[src/rtl/uart_pkg.sv]
// Shared UART definitions: FSM state type, data width and default bit timing.
// The PARITY state exists only when UART_TX_PARITY_EN is defined.
package uart_pkg;

    localparam int DATA_BITS            = 8;
    localparam int DEFAULT_CLKS_PER_BIT = 16;

`ifdef UART_TX_PARITY_EN
    typedef enum logic [2:0] {
        IDLE   = 3'd0,
        START  = 3'd1,
        DATA   = 3'd2,
        PARITY = 3'd3,
        STOP   = 3'd4
    } uart_state_e;

    function automatic logic even_parity(input logic [DATA_BITS-1:0] d);
        return ^d;
    endfunction
`else
    typedef enum logic [2:0] {
        IDLE  = 3'd0,
        START = 3'd1,
        DATA  = 3'd2,
        STOP  = 3'd4
    } uart_state_e;
`endif

endpackage

[src/rtl/uart_baud_tick.sv]
// Bit-period timer: counts clock cycles and pulses tick on the last cycle of
// each CLKS_PER_BIT-long period. A synchronous clear restarts the period.
module uart_baud_tick
    import uart_pkg::*;
#(
    parameter int CLKS_PER_BIT = DEFAULT_CLKS_PER_BIT
) (
    input  logic clk,
    input  logic clear,
    output logic tick
);

    logic [15:0] count;

    assign tick = (count == 16'(CLKS_PER_BIT - 1));

    // Wrapping on tick restarts the period for the next bit without a clear.
    always_ff @(posedge clk) begin
        if (clear) begin
            count <= '0;
        end else if (tick) begin
            count <= '0;
        end else begin
            count <= count + 16'd1;
        end
    end

endmodule

[src/rtl/tx.sv]
// UART transmitter: 8N1 frames, LSB first, one-cycle tx_valid after each frame.
// Define UART_TX_PARITY_EN to insert an even-parity bit between data and stop.
module tx
    import uart_pkg::*;
#(
    parameter int CLKS_PER_BIT = DEFAULT_CLKS_PER_BIT
) (
    input  logic                 clk,
    input  logic                 n_rst,
    input  logic                 uout_valid,
    input  logic [DATA_BITS-1:0] tx_data,
    output logic                 txd,
    output logic                 tx_valid
);

    uart_state_e          state;
    uart_state_e          state_next;
    logic [DATA_BITS-1:0] shreg;
    logic [DATA_BITS-1:0] shreg_next;
    logic [2:0]           bit_idx;
    logic [2:0]           bit_idx_next;
    logic                 txd_next;
    logic                 tx_valid_next;
    logic                 tick;
    logic                 baud_clear;
`ifdef UART_TX_PARITY_EN
    logic                 parity;
    logic                 parity_next;
`endif

    // The timer idles at zero so a captured frame starts a full bit period.
    assign baud_clear = !n_rst || (state == IDLE);

    uart_baud_tick #(
        .CLKS_PER_BIT(CLKS_PER_BIT)
    ) u_baud (
        .clk  (clk),
        .clear(baud_clear),
        .tick (tick)
    );

    always_comb begin
        state_next    = state;
        shreg_next    = shreg;
        bit_idx_next  = bit_idx;
        txd_next      = txd;
        tx_valid_next = 1'b0;
`ifdef UART_TX_PARITY_EN
        parity_next   = parity;
`endif
        case (state)
            IDLE: begin
                txd_next = 1'b1;
                if (uout_valid) begin
                    shreg_next = tx_data;
                    state_next = START;
                    txd_next   = 1'b0;
`ifdef UART_TX_PARITY_EN
                    parity_next = even_parity(tx_data);
`endif
                end
            end
            START: begin
                if (tick) begin
                    state_next = DATA;
                    txd_next   = shreg[0];
                end
            end
            DATA: begin
                if (tick) begin
                    if (bit_idx == 3'(DATA_BITS - 1)) begin
                        bit_idx_next = '0;
`ifdef UART_TX_PARITY_EN
                        state_next   = PARITY;
                        txd_next     = parity;
`else
                        state_next   = STOP;
                        txd_next     = 1'b1;
`endif
                    end else begin
                        // shreg[0] always holds the bit currently on the line.
                        bit_idx_next = bit_idx + 3'd1;
                        shreg_next   = {1'b0, shreg[DATA_BITS-1:1]};
                        txd_next     = shreg[1];
                    end
                end
            end
`ifdef UART_TX_PARITY_EN
            PARITY: begin
                if (tick) begin
                    state_next = STOP;
                    txd_next   = 1'b1;
                end
            end
`endif
            STOP: begin
                if (tick) begin
                    state_next    = IDLE;
                    txd_next      = 1'b1;
                    tx_valid_next = 1'b1;
                end
            end
            default: begin
                state_next = IDLE;
                txd_next   = 1'b1;
            end
        endcase
    end

    always_ff @(posedge clk) begin
        if (!n_rst) begin
            state    <= IDLE;
            shreg    <= '0;
            bit_idx  <= '0;
            txd      <= 1'b1;
            tx_valid <= 1'b0;
`ifdef UART_TX_PARITY_EN
            parity   <= 1'b0;
`endif
        end else begin
            state    <= state_next;
            shreg    <= shreg_next;
            bit_idx  <= bit_idx_next;
            txd      <= txd_next;
            tx_valid <= tx_valid_next;
`ifdef UART_TX_PARITY_EN
            parity   <= parity_next;
`endif
        end
    end

endmodule

[config.mk]
export PLATFORM = sky130hd
export DESIGN_NAME = tx
export DESIGN_NICKNAME = d
export VERILOG_FILES = /design/src/rtl/uart_pkg.sv /design/src/rtl/uart_baud_tick.sv /design/src/rtl/tx.sv
export SDC_FILE = /design/constraint.sdc
export NUM_CORES = 1
export LEC_CHECK = 0
export ABC_AREA = 1
export CAP_MARGIN = 20
export CORE_ASPECT_RATIO = 0.6
export CORE_MARGIN = 2
export CORE_UTILIZATION = 35
export DETAILED_ROUTE_END_ITERATION = 7
export GPL_TIMING_DRIVEN = 1
export SLEW_MARGIN = 40
export SYNTH_ARGS = -nofsm -noshare
export SYNTH_HDL_FRONTEND = slang
export SYNTH_SLANG_ARGS = --single-unit
[constraint.sdc]
create_clock -name clk -period 2.2 [get_ports clk]
set_input_delay 0.44 -clock clk [delete_from_list [all_inputs] [get_ports clk]]
set_output_delay 0.44 -clock clk [all_outputs]
set_load 0.01 [all_outputs]
==> results of run 1 <==
-- flip-flops by register name, indices dropped and copies added (netlist names) --
name / flops
state: 3
shreg: 8
tx_valid: 1
txd: 1
bit_idx: 3
u_baud.count: 16
-- worst max-delay path, delay by kind of cell, from the launching register on --
kind | cells | cell delay (ns)
compound gates | 1 | 0.39
fa+ha+maj | 2 | 0.39
buf+inv | 1 | 0.07
flops | 1 | 0.33
simple gates | 4 | 0.38
-- cells in the final DEF, fill, tap and decap left out, drive strengths merged --
master and count:
nand3b 8, or2 1, clkbuf 6, clkinv 2
nand3 17, nand4 5, nor3b 3, ha 3
buf 1, nor3 6, nor2 35, nand2 69
xnor2 1, inv 24, dfxtp 32, o21ai 3
clkdlybuf4s50 12, a21oi 22, xor2 3
-- per-layer routing --
metal / GRT usage (%) / part of all wire [%]
met5: 0 / 0
met4: 6.303 / 1.6
met1: 22.10 / 57
met2: 15.93 / 36
met3: 3.901 / 6.1
-- final cells by class --
cell class	instances	area, um^2	share of cell area [%]
clock buffers	6	72.57	3.766
clock inverters	1	5.005	0.2597
inverters	25	95.09	4.935
multi-input cells	176	907.1	47.08
flip-flops and latches	32	640.6	33.25
well taps	63	78.83	4.091
repair buffers	13	127.6	6.623
-- where the power goes --
group	switching [uW]	internal [uW]	total, uW
sequential	62.8	672	735
clock	219	215	434
combinational	410	249	659
total	692	1140	1830
-- kinds of logic after synthesis --
group / Yosys count / share of synthesized area [%]
AND/OR/NAND/NOR: 144 / 41.42
flip-flops: 32 / 38.21
buffers and inverters: 29 / 7.686
AO/OA/AOI/OAI: 25 / 8.359
XOR/XNOR: 4 / 2.090
adder cells (fa/ha/maj): 3 / 2.239
-- stage by stage --
stage / total power, uW / hold WS [ns] / area [um^2] / cells
5_1_grt: 1975 / 0.4902 / 1927 / 316
3_3_place_gp: 1411 / 0.4316 / 1849 / 309
4_1_cts: 1845 / 0.4570 / 1927 / 316
2_1_floorplan: 1305 / 0.4175 / 1677 / 237
6_report: 1829 / 0.4489 / 1927 / 316
3_5_place_dp: 1408 / 0.4426 / 1849 / 309
-- path summary, 6_finish.rpt --
path,endpoint,cells past startpoint
worst max register to register,shreg[5],8
worst min register to register,u_baud.count[0],1
worst max-delay path,shreg[5],8
worst min-delay path,u_baud.count[0],1
==> results_dict.tcl, run 1 <==
set metrics [dict create \
    vias 1484 \
    synth_cells 237 \
    cts_tree "done" \
    routed_via_density 4.696 \
    crit_path_end_kind "register" \
    yosys.area.top_type "dfxtp_1" \
    cp-startpoint "bit_idx[0]" \
    synth_flop_cell "dfxtp_1" \
    fin_util_pct 42.00 \
    cts-root-buf "clkbuf_8" \
    ir_drop_mv 0.5946 \
    io_pins 13 \
    synth_most_common_cell "nand2_1" \
    placementRows 19 \
    syn_to_final_growth_pct 14.93 \
    nets 267 \
    yosysWarnings 0 \
    drt_wl_total_mm 3.460 \
    max_cap_viol_count 0 \
    grt_pass1_wl_mm 5.616 \
    h-tree-depth 2 \
    place_ws_ns 0.5121 \
    synthesis.nets 251 \
    fin_worst_skew_ns 0.007358 \
    synthArstFlopShare_pct 0 \
    finalSetupViolCount 0 \
    max_slew_margin_pct 71.83 \
    postSynthAreaPerCell_um2 7.074 \
    finalHoldViolCount 0 \
    p_leak_uw 0.0007791 \
    synth_common_cells "nand2_1, dfxtp_1, nor2_1" \
    routabilityCongestion 0.7934 \
    critPathLaunchType "register" \
    tns_ns 0 \
    cp_slowest_cell "a21oi_4" \
    finalCritPeriodShare_pct 76.06 \
    ant_nets 0 \
    fmax_ghz 0.5976 \
    ys_ff_latch 32 \
    synth.cell_area_mm2 0.001677 \
    crit_arrival_ns 1.86 \
    ff2ff_setup_slack_ns 0.53 \
    drt_iter0_drc 72 \
    die_y_um 57.61 \
    dr.pass1.iters 4 \
    grtUsageTotal_pct 13.68 \
    port_buffers 12 \
    min_path_type "reg2reg" \
    cts_resized 0 \
    slowest_delay_ns 0.39 \
    cts_sinks 32 \
    gr-total-overflow 0 \
    cp.required_ns 2.38 \
    path_max_fanout 16 \
    period_minus_slack_ns 1.673 \
    r2r-start "bit_idx[0]" \
    synth_edf_count 0 \
    numCtsBuffers 5 \
    antenna_found_initial 0 \
    fillCellCount 479 \
    fin_ws_ns 0.5267 \
    ys_types 28 \
    cp_common_cell "ha_1" \
    start_util_pct 36.54 \
    cts_hold_buf 0 \
    status "completed" \
    crit_chain "ha_1, ha_1, inv_1, nand3_2, a21oi_4, nand3b_1, nand2_1, nor2_1" \
    path_class "reg2reg" \
    min_from "u_baud.count[0]" \
    drive_gt1_share_pct 9.486 \
    grt_pass1_vias 1187 \
    grt_max_degree 17 \
    wl_per_cell_um 10.95 \
    synth-seq-area-share_pct 38.21 \
    clk_pin_slew_worst_paths_ns 0.07 \
    drv_slew 0 \
    synth_area_leaders "dfxtp_1, nand2_1, nor2_1, a21oi_1, inv_1" \
    synth_top_area_share_pct 38.21 \
    core_area_mm2 0.004588 \
    dp_hpwl_mm 2.455 \
    rsz0062_at_grt "false" \
    die_area_mm2 0.005378 \
    worst_slew_pin_slew_ns 0.4194 \
    powerDensity_mw_per_mm2 949.0 \
    cts_buffer_depth 2 \
    diodes 0 \
    drc 0 \
    clkLatencyLatePin_ns 0.29 \
    die_x_um 93.35 \
    postCtsSetupBuffers 0 \
]
No activity file was read; power rests on OpenSTA's default activity.
==> run 2, diff against run 1 <==
==> constraint.sdc (replaced) <==
create_clock -name clk -period 1.55 [get_ports clk]
set_input_delay 0.31 -clock clk [delete_from_list [all_inputs] [get_ports clk]]
set_output_delay 0.31 -clock clk [all_outputs]
set_load 0.01 [all_outputs]
==> run 2 against run 1 <==
Effect of this change:
- total power increased by 68%
- die area unchanged
- fmax increased by 13%
- routed wire length increased by 7.4%
- design area increased by 12%
- critical path depth increased by 1
- final cell count increased by 3.5%
- clock-buffer cell count increased by 2
- register-to-register slack got worse by 0.46 ns
- sequential cell count unchanged
- combinational power increased by 110%
==> results_dict.tcl, run 2 (synthesis results as in run 1) <==
set metrics [dict create \
    status "completed" \
    die_area_mm2 0.005378 \
    diodes 0 \
    syn_to_final_growth_pct 28.21 \
    drt_iter0_drc 71 \
    cp-startpoint "bit_idx[0]" \
    fmax_ghz 0.6745 \
    ir_drop_mv 0.7248 \
    p_leak_uw 0.0008583 \
    final_common_cell "nand2_1" \
    worst_slew_pin_slew_ns 0.4391 \
    hold_depth 2 \
    die_y_um 57.61 \
    drt_wl_total_mm 3.717 \
    finalSetupViolCount 0 \
    nets 277 \
    max_cap_viol_count 0 \
    dr.pass1.iters 4 \
    period_minus_slack_ns 1.483 \
    die_x_um 93.35 \
    numCtsBuffers 5 \
    min_from "u_baud.count[15]" \
    ant_nets 0 \
    path_max_fanout 8 \
    clk_pin_slew_worst_paths_ns 0.07 \
    combPwrFrac_pct 44.4 \
    placementRows 19 \
    swShare_pct 36.50 \
    path_class "reg2reg" \
    largest_reg_flops 16 \
    final_cell_mix "nand2_1, nor2_1, dfxtp_1" \
    grtUsageTotal_pct 14.33 \
    power_frac_clock_pct 21.5 \
    cts_buffer_depth 2 \
    cts-root-buf "clkbuf_8" \
    path_buf_inv 3 \
    cp_top_family "flip-flops" \
    cp_common_cell "ha_4" \
    fin_worst_skew_ns 0.004681 \
    drive_gt1_share_pct 17.05 \
    dp_hpwl_mm 2.535 \
    top_layer "met4" \
    dr_wl_met3_um 250 \
    ff2ff_setup_slack_ns 0.07 \
    crit_arrival_ns 1.69 \
    pwr-share-seq_pct 34.1 \
    min_path_type "reg2reg" \
    crit_path_end_kind "register" \
    powerDensity_mw_per_mm2 1426 \
    cts_sinks 32 \
    p_int_uw 1947 \
    max_slew_margin_pct 70.50 \
    clkLatencyLatePin_ns 0.27 \
    power.total_uw 3066 \
    reg_top3 "u_baud.count x16, shreg x8" \
    drc 0 \
    grt_pass1_wl_mm 6.016 \
    cp_slowest_cell "dfxtp_2" \
    p_sw_uw 1119 \
    r2r_end "shreg[2]" \
    port_buffers 12 \
    cts_tree "done" \
    grt_max_degree 17 \
    crit_chain "ha_4, ha_4, inv_4, nand3_4, a21oi_4, buf_6, buf_16, a21oi_1, nor2_1" \
    wl_met1_mm 2.028 \
    routabilityCongestion 0.8677 \
    cp.required_ns 1.76 \
    placedCellCount 315 \
    gr-total-overflow 0 \
    dr_wl_met2_mm 1.408 \
    start_util_pct 36.54 \
    antenna_found_initial 0 \
    reg2reg_depth 9 \
    core_area_mm2 0.004588 \
    largest_register "u_baud.count" \
    vias 1519 \
    routed_via_density 4.645 \
    finalHoldViolCount 0 \
    critPathLaunchType "register" \
    grt_pass1_vias 1293 \
    io_pins 13 \
    drv_slew 0 \
    layoutNonFillerInstCount 327 \
    whs_endpoint "u_baud.count[15]" \
    r2r-start "bit_idx[0]" \
    h-tree-depth 2 \
    wl_per_cell_um 11.37 \
    finalCritPeriodShare_pct 95.65 \
    slowest_delay_ns 0.34 \
]
==> run 2: cell types whose count changed in the layout (fill, tap and decap cells not counted), sizes merged <==
cell,previous run,this run
clkbuf,6,8
inv,24,25
buf,1,11
clkinv,2,0
==> run 2: power groups by stage <==
stage               Clock [uW]  Sequential, uW  Combinational, uW
floorplan                    0            1040                809
global placement             0            1060               1100
detailed placement           0            1060               1100
CTS                        682            1040               1240
global route               717            1060               1490
finish                     659            1050               1360
==> run 2: per-stage QoR <==
stage	hold WS [ns]	TNS, ns	cell area (um^2)	worst slack [ns]	util, %
2_1_floorplan	0.4175	0	1677	0.08453	-
5_1_grt	0.5012	-0.01670	2150	-0.01223	46.85
4_1_cts	0.4747	0	2078	0.01602	45.30
3_3_place_gp	0.4607	0	1919	0.06555	41.83
6_report	0.4753	0	2150	0.06749	46.85
3_5_place_dp	0.4606	0	1919	0.01351	41.83
==> run 2: worst min-delay path, delay by kind of cell, from the launching register on <==
| kind | cells | cell delay, ns |
|---|---|---|
| flip-flops | 1 | 0.32 |
| AO/OA/AOI/OAI | 1 | 0.05 |
| AND/OR/NAND/NOR | 1 | 0.06 |
==> run 2: timing repair <==
| item | in CTS | in global routing |
|---|---|---|
| resized for setup | 8 | 15 |
| endpoints found under the setup margin | 1 | 14 |
| buffers inserted | 1 | 2 |
| cloned | 1 | 0 |
| hold buffers | 0 | 0 |
| endpoints found under the hold margin | 0 | 0 |
| pin swaps | 2 | 7 |
==> run 2: worst max path at each step <==
stage	to	slack [ns]	cells past startpoint
2_1_floorplan	shreg[3]	0.08	9
3_3_place_gp	state[1]	0.07	7
3_5_place_dp	shreg[0]	0.01	9
4_1_cts	shreg[0]	0.02	9
5_1_grt	shreg[4]	-0.01	9
6_report	shreg[2]	0.07	9
==> run 2: routing by layer <==
metal  vias up  global-route usage (%)
met4         0                   3.992
met1       669                   23.33
li1        809                       -
met3         2                   4.031
met5         -                       0
met2        39                   17.78
==> run 2: final cells by class <==
class	instances	area [um^2]
Clock buffer	8	90.09
Sequential cell	32	643.1
Timing Repair Buffer	23	251.5
Fill cell	434	2439
Multi-Input combinational cell	176	987.2
Inverter	25	98.84
Tap cell	63	78.83
==> run 3, diff against run 2 <==
--- a/config.mk
+++ b/config.mk
@@ -9,9 +9,10 @@
 export CAP_MARGIN = 20
 export CORE_ASPECT_RATIO = 0.6
 export CORE_MARGIN = 2
-export CORE_UTILIZATION = 35
+export CORE_UTILIZATION = 51
 export DETAILED_ROUTE_END_ITERATION = 7
 export GPL_TIMING_DRIVEN = 1
+export PLACE_DENSITY = 0.74
 export SLEW_MARGIN = 40
 export SYNTH_ARGS = -nofsm -noshare
 export SYNTH_HDL_FRONTEND = slang
==> constraint.sdc (replaced) <==
create_clock -name clk -period 1.2 [get_ports clk]
set_input_delay 0.24 -clock clk [delete_from_list [all_inputs] [get_ports clk]]
set_output_delay 0.24 -clock clk [all_outputs]
set_load 0.01 [all_outputs]
==> run 3 against run 2 <==
Effect of this change:
- the run now ends with negative setup slack left
- register-to-register slack worse by 0.33 ns
- first-iteration DRC count increased by 66%
- largest cell class unchanged
- global-route usage rose by 8.0 points
- fmax increased by 1.5%
- highest routed layer unchanged
- worst setup slack got worse by 0.33 ns
- critical path type unchanged
- die area is 30% lower
- sequential share of layout area decreased by 2.3 points
- largest power group unchanged
==> results_dict.tcl, run 3 (synthesis results as in run 1) <==
set metrics [dict create \
    critPathLaunchType "register" \
    h-tree-depth 2 \
    fin_ws_ns -0.2604 \
    crit_arrival_ns 1.63 \
    multi_input_area_mm2 0.001080 \
    top_usage_layer "met2" \
    die_y_um 48.42 \
    finalHoldViolCount 0 \
    wl_per_cell_um 12.39 \
    routabilityCongestion 0.8864 \
    port_buffers 12 \
    grt_max_degree 17 \
    diodes 0 \
    syn_to_final_growth_pct 45.82 \
    gr-total-overflow 0 \
    met2_usage_pct 33.19 \
    max_slew_margin_pct 80.04 \
    drt_wl_total_mm 4.152 \
    core_area_mm2 0.003203 \
    grtUsageTotal_pct 22.34 \
    regArea_um2 675.6 \
    drc 0 \
    die_x_um 78.02 \
    die_area_mm2 0.003777 \
    violations "negative setup slack" \
    placementRows 16 \
    vias 1674 \
    nets 303 \
    drt_iter0_drc 118 \
    rsz0062_at_grt "true" \
    io_pins 13 \
    largest_reg_flops 16 \
    fillCellCount 231 \
    cts_sinks 32 \
    tns_ns -3.457 \
    fin_util_pct 76.33 \
    finalCritPeriodShare_pct 121.7 \
    cts_buffer_depth 2 \
    dp_hpwl_mm 2.576 \
    path_max_fanout 16 \
    clk_pin_slew_worst_paths_ns 0.07 \
    min_path_type "reg2reg" \
    clkLatencyLatePin_ns 0.29 \
    crit_path_end_kind "register" \
    worst_slew_pin_slew_ns 0.2984 \
    grt_pass1_wl_mm 6.665 \
    path_class "reg2reg" \
    hold-worst-slack_ns 0.4411 \
    use_met3_pct 5.597 \
    fmax_ghz 0.6848 \
    routed_via_density 4.997 \
    antenna_found_initial 0 \
    status "complete, but fails checks" \
    ir_drop_mv 1.106 \
    finalSetupViolCount 32 \
    layoutNonFillerInstCount 335 \
    fin_worst_skew_ns 0.007642 \
    cts_hold_buf 0 \
    largest_register "u_baud.count" \
    p_leak_uw 0.001026 \
    drive_gt1_share_pct 33.10 \
    cts-root-buf "clkbuf_8" \
    final_cell_mix "nand2_1, buf_4, nor2_1" \
    reg_top3 "u_baud.count x16, shreg x8" \
    dr.pass1.iters 5 \
    placedCellCount 323 \
    period_minus_slack_ns 1.460 \
    ant_nets 0 \
    drv_slew 0 \
    numCtsBuffers 5 \
    place_ws_ns -0.2066 \
    start_util_pct 52.34 \
    powerDensity_mw_per_mm2 1653 \
    max_cap_viol_count 0 \
    cp.required_ns 1.37 \
    cts_tree "done" \
    final_common_cell "nand2_1" \
    grt_pass1_vias 1500 \
    use_met1_pct 31.48 \
]
[run 3: worst max-delay path: stages (launching register included)]
cell,delay (ns)
dfxtp_2,0.34
ha_4,0.16
ha_4,0.16
inv_4,0.05
nand3_4,0.09
a21oi_4,0.18
buf_12,0.15
nand2_1,0.06
nand2_1,0.09
a21oi_2,0.06
[run 3: through the flow]
step / total power, uW / cell area, um^2
finish: 4042 / 2445
global route: 4281 / 2445
CTS: 3881 / 2341
detailed placement: 2946 / 2170
global placement: 2933 / 2170
floorplan: 2454 / 1758
[run 3: path summary, 6_finish.rpt]
check | start | to | slack (ns) | cells past startpoint
min | u_baud.count[0] | u_baud.count[0] | 0.44 | 1
min reg2reg | u_baud.count[0] | u_baud.count[0] | 0.44 | 1
max reg2reg | bit_idx[0] | shreg[7] | -0.26 | 9
max | bit_idx[0] | shreg[7] | -0.26 | 9
[run 3: power by group]
part / leakage (uW) / switching (uW) / internal, uW
Sequential: 0.000269 / 123 / 1240
Combinational: 0.000712 / 971 / 811
Clock: 0.0000445 / 430 / 466
Total: 0.00103 / 1520 / 2520
[run 3: repair_timing]
item                                   CTS  global route
resized for setup                       26            26
buffers inserted                         1             3
pin swaps                               12            11
gates cloned                             0             0
setup endpoints to repair               33            32
endpoints found under the hold margin    0             0
[run 3: cell type report]
class                   instances  area share [%]
clock buffers                   7           3.531
clock inverters                 1          0.3071
inverters                      25           4.555
multi-input cells             176           44.17
flip-flops and latches         32           27.64
well taps                      45           2.303
repair buffers                 49           17.50
[run 3: per-layer routing]
layer	vias up	share of wire [%]
met5	-	0
met4	0	1.3
met3	8	4.1
met2	33	44
met1	762	50
li1	871	-
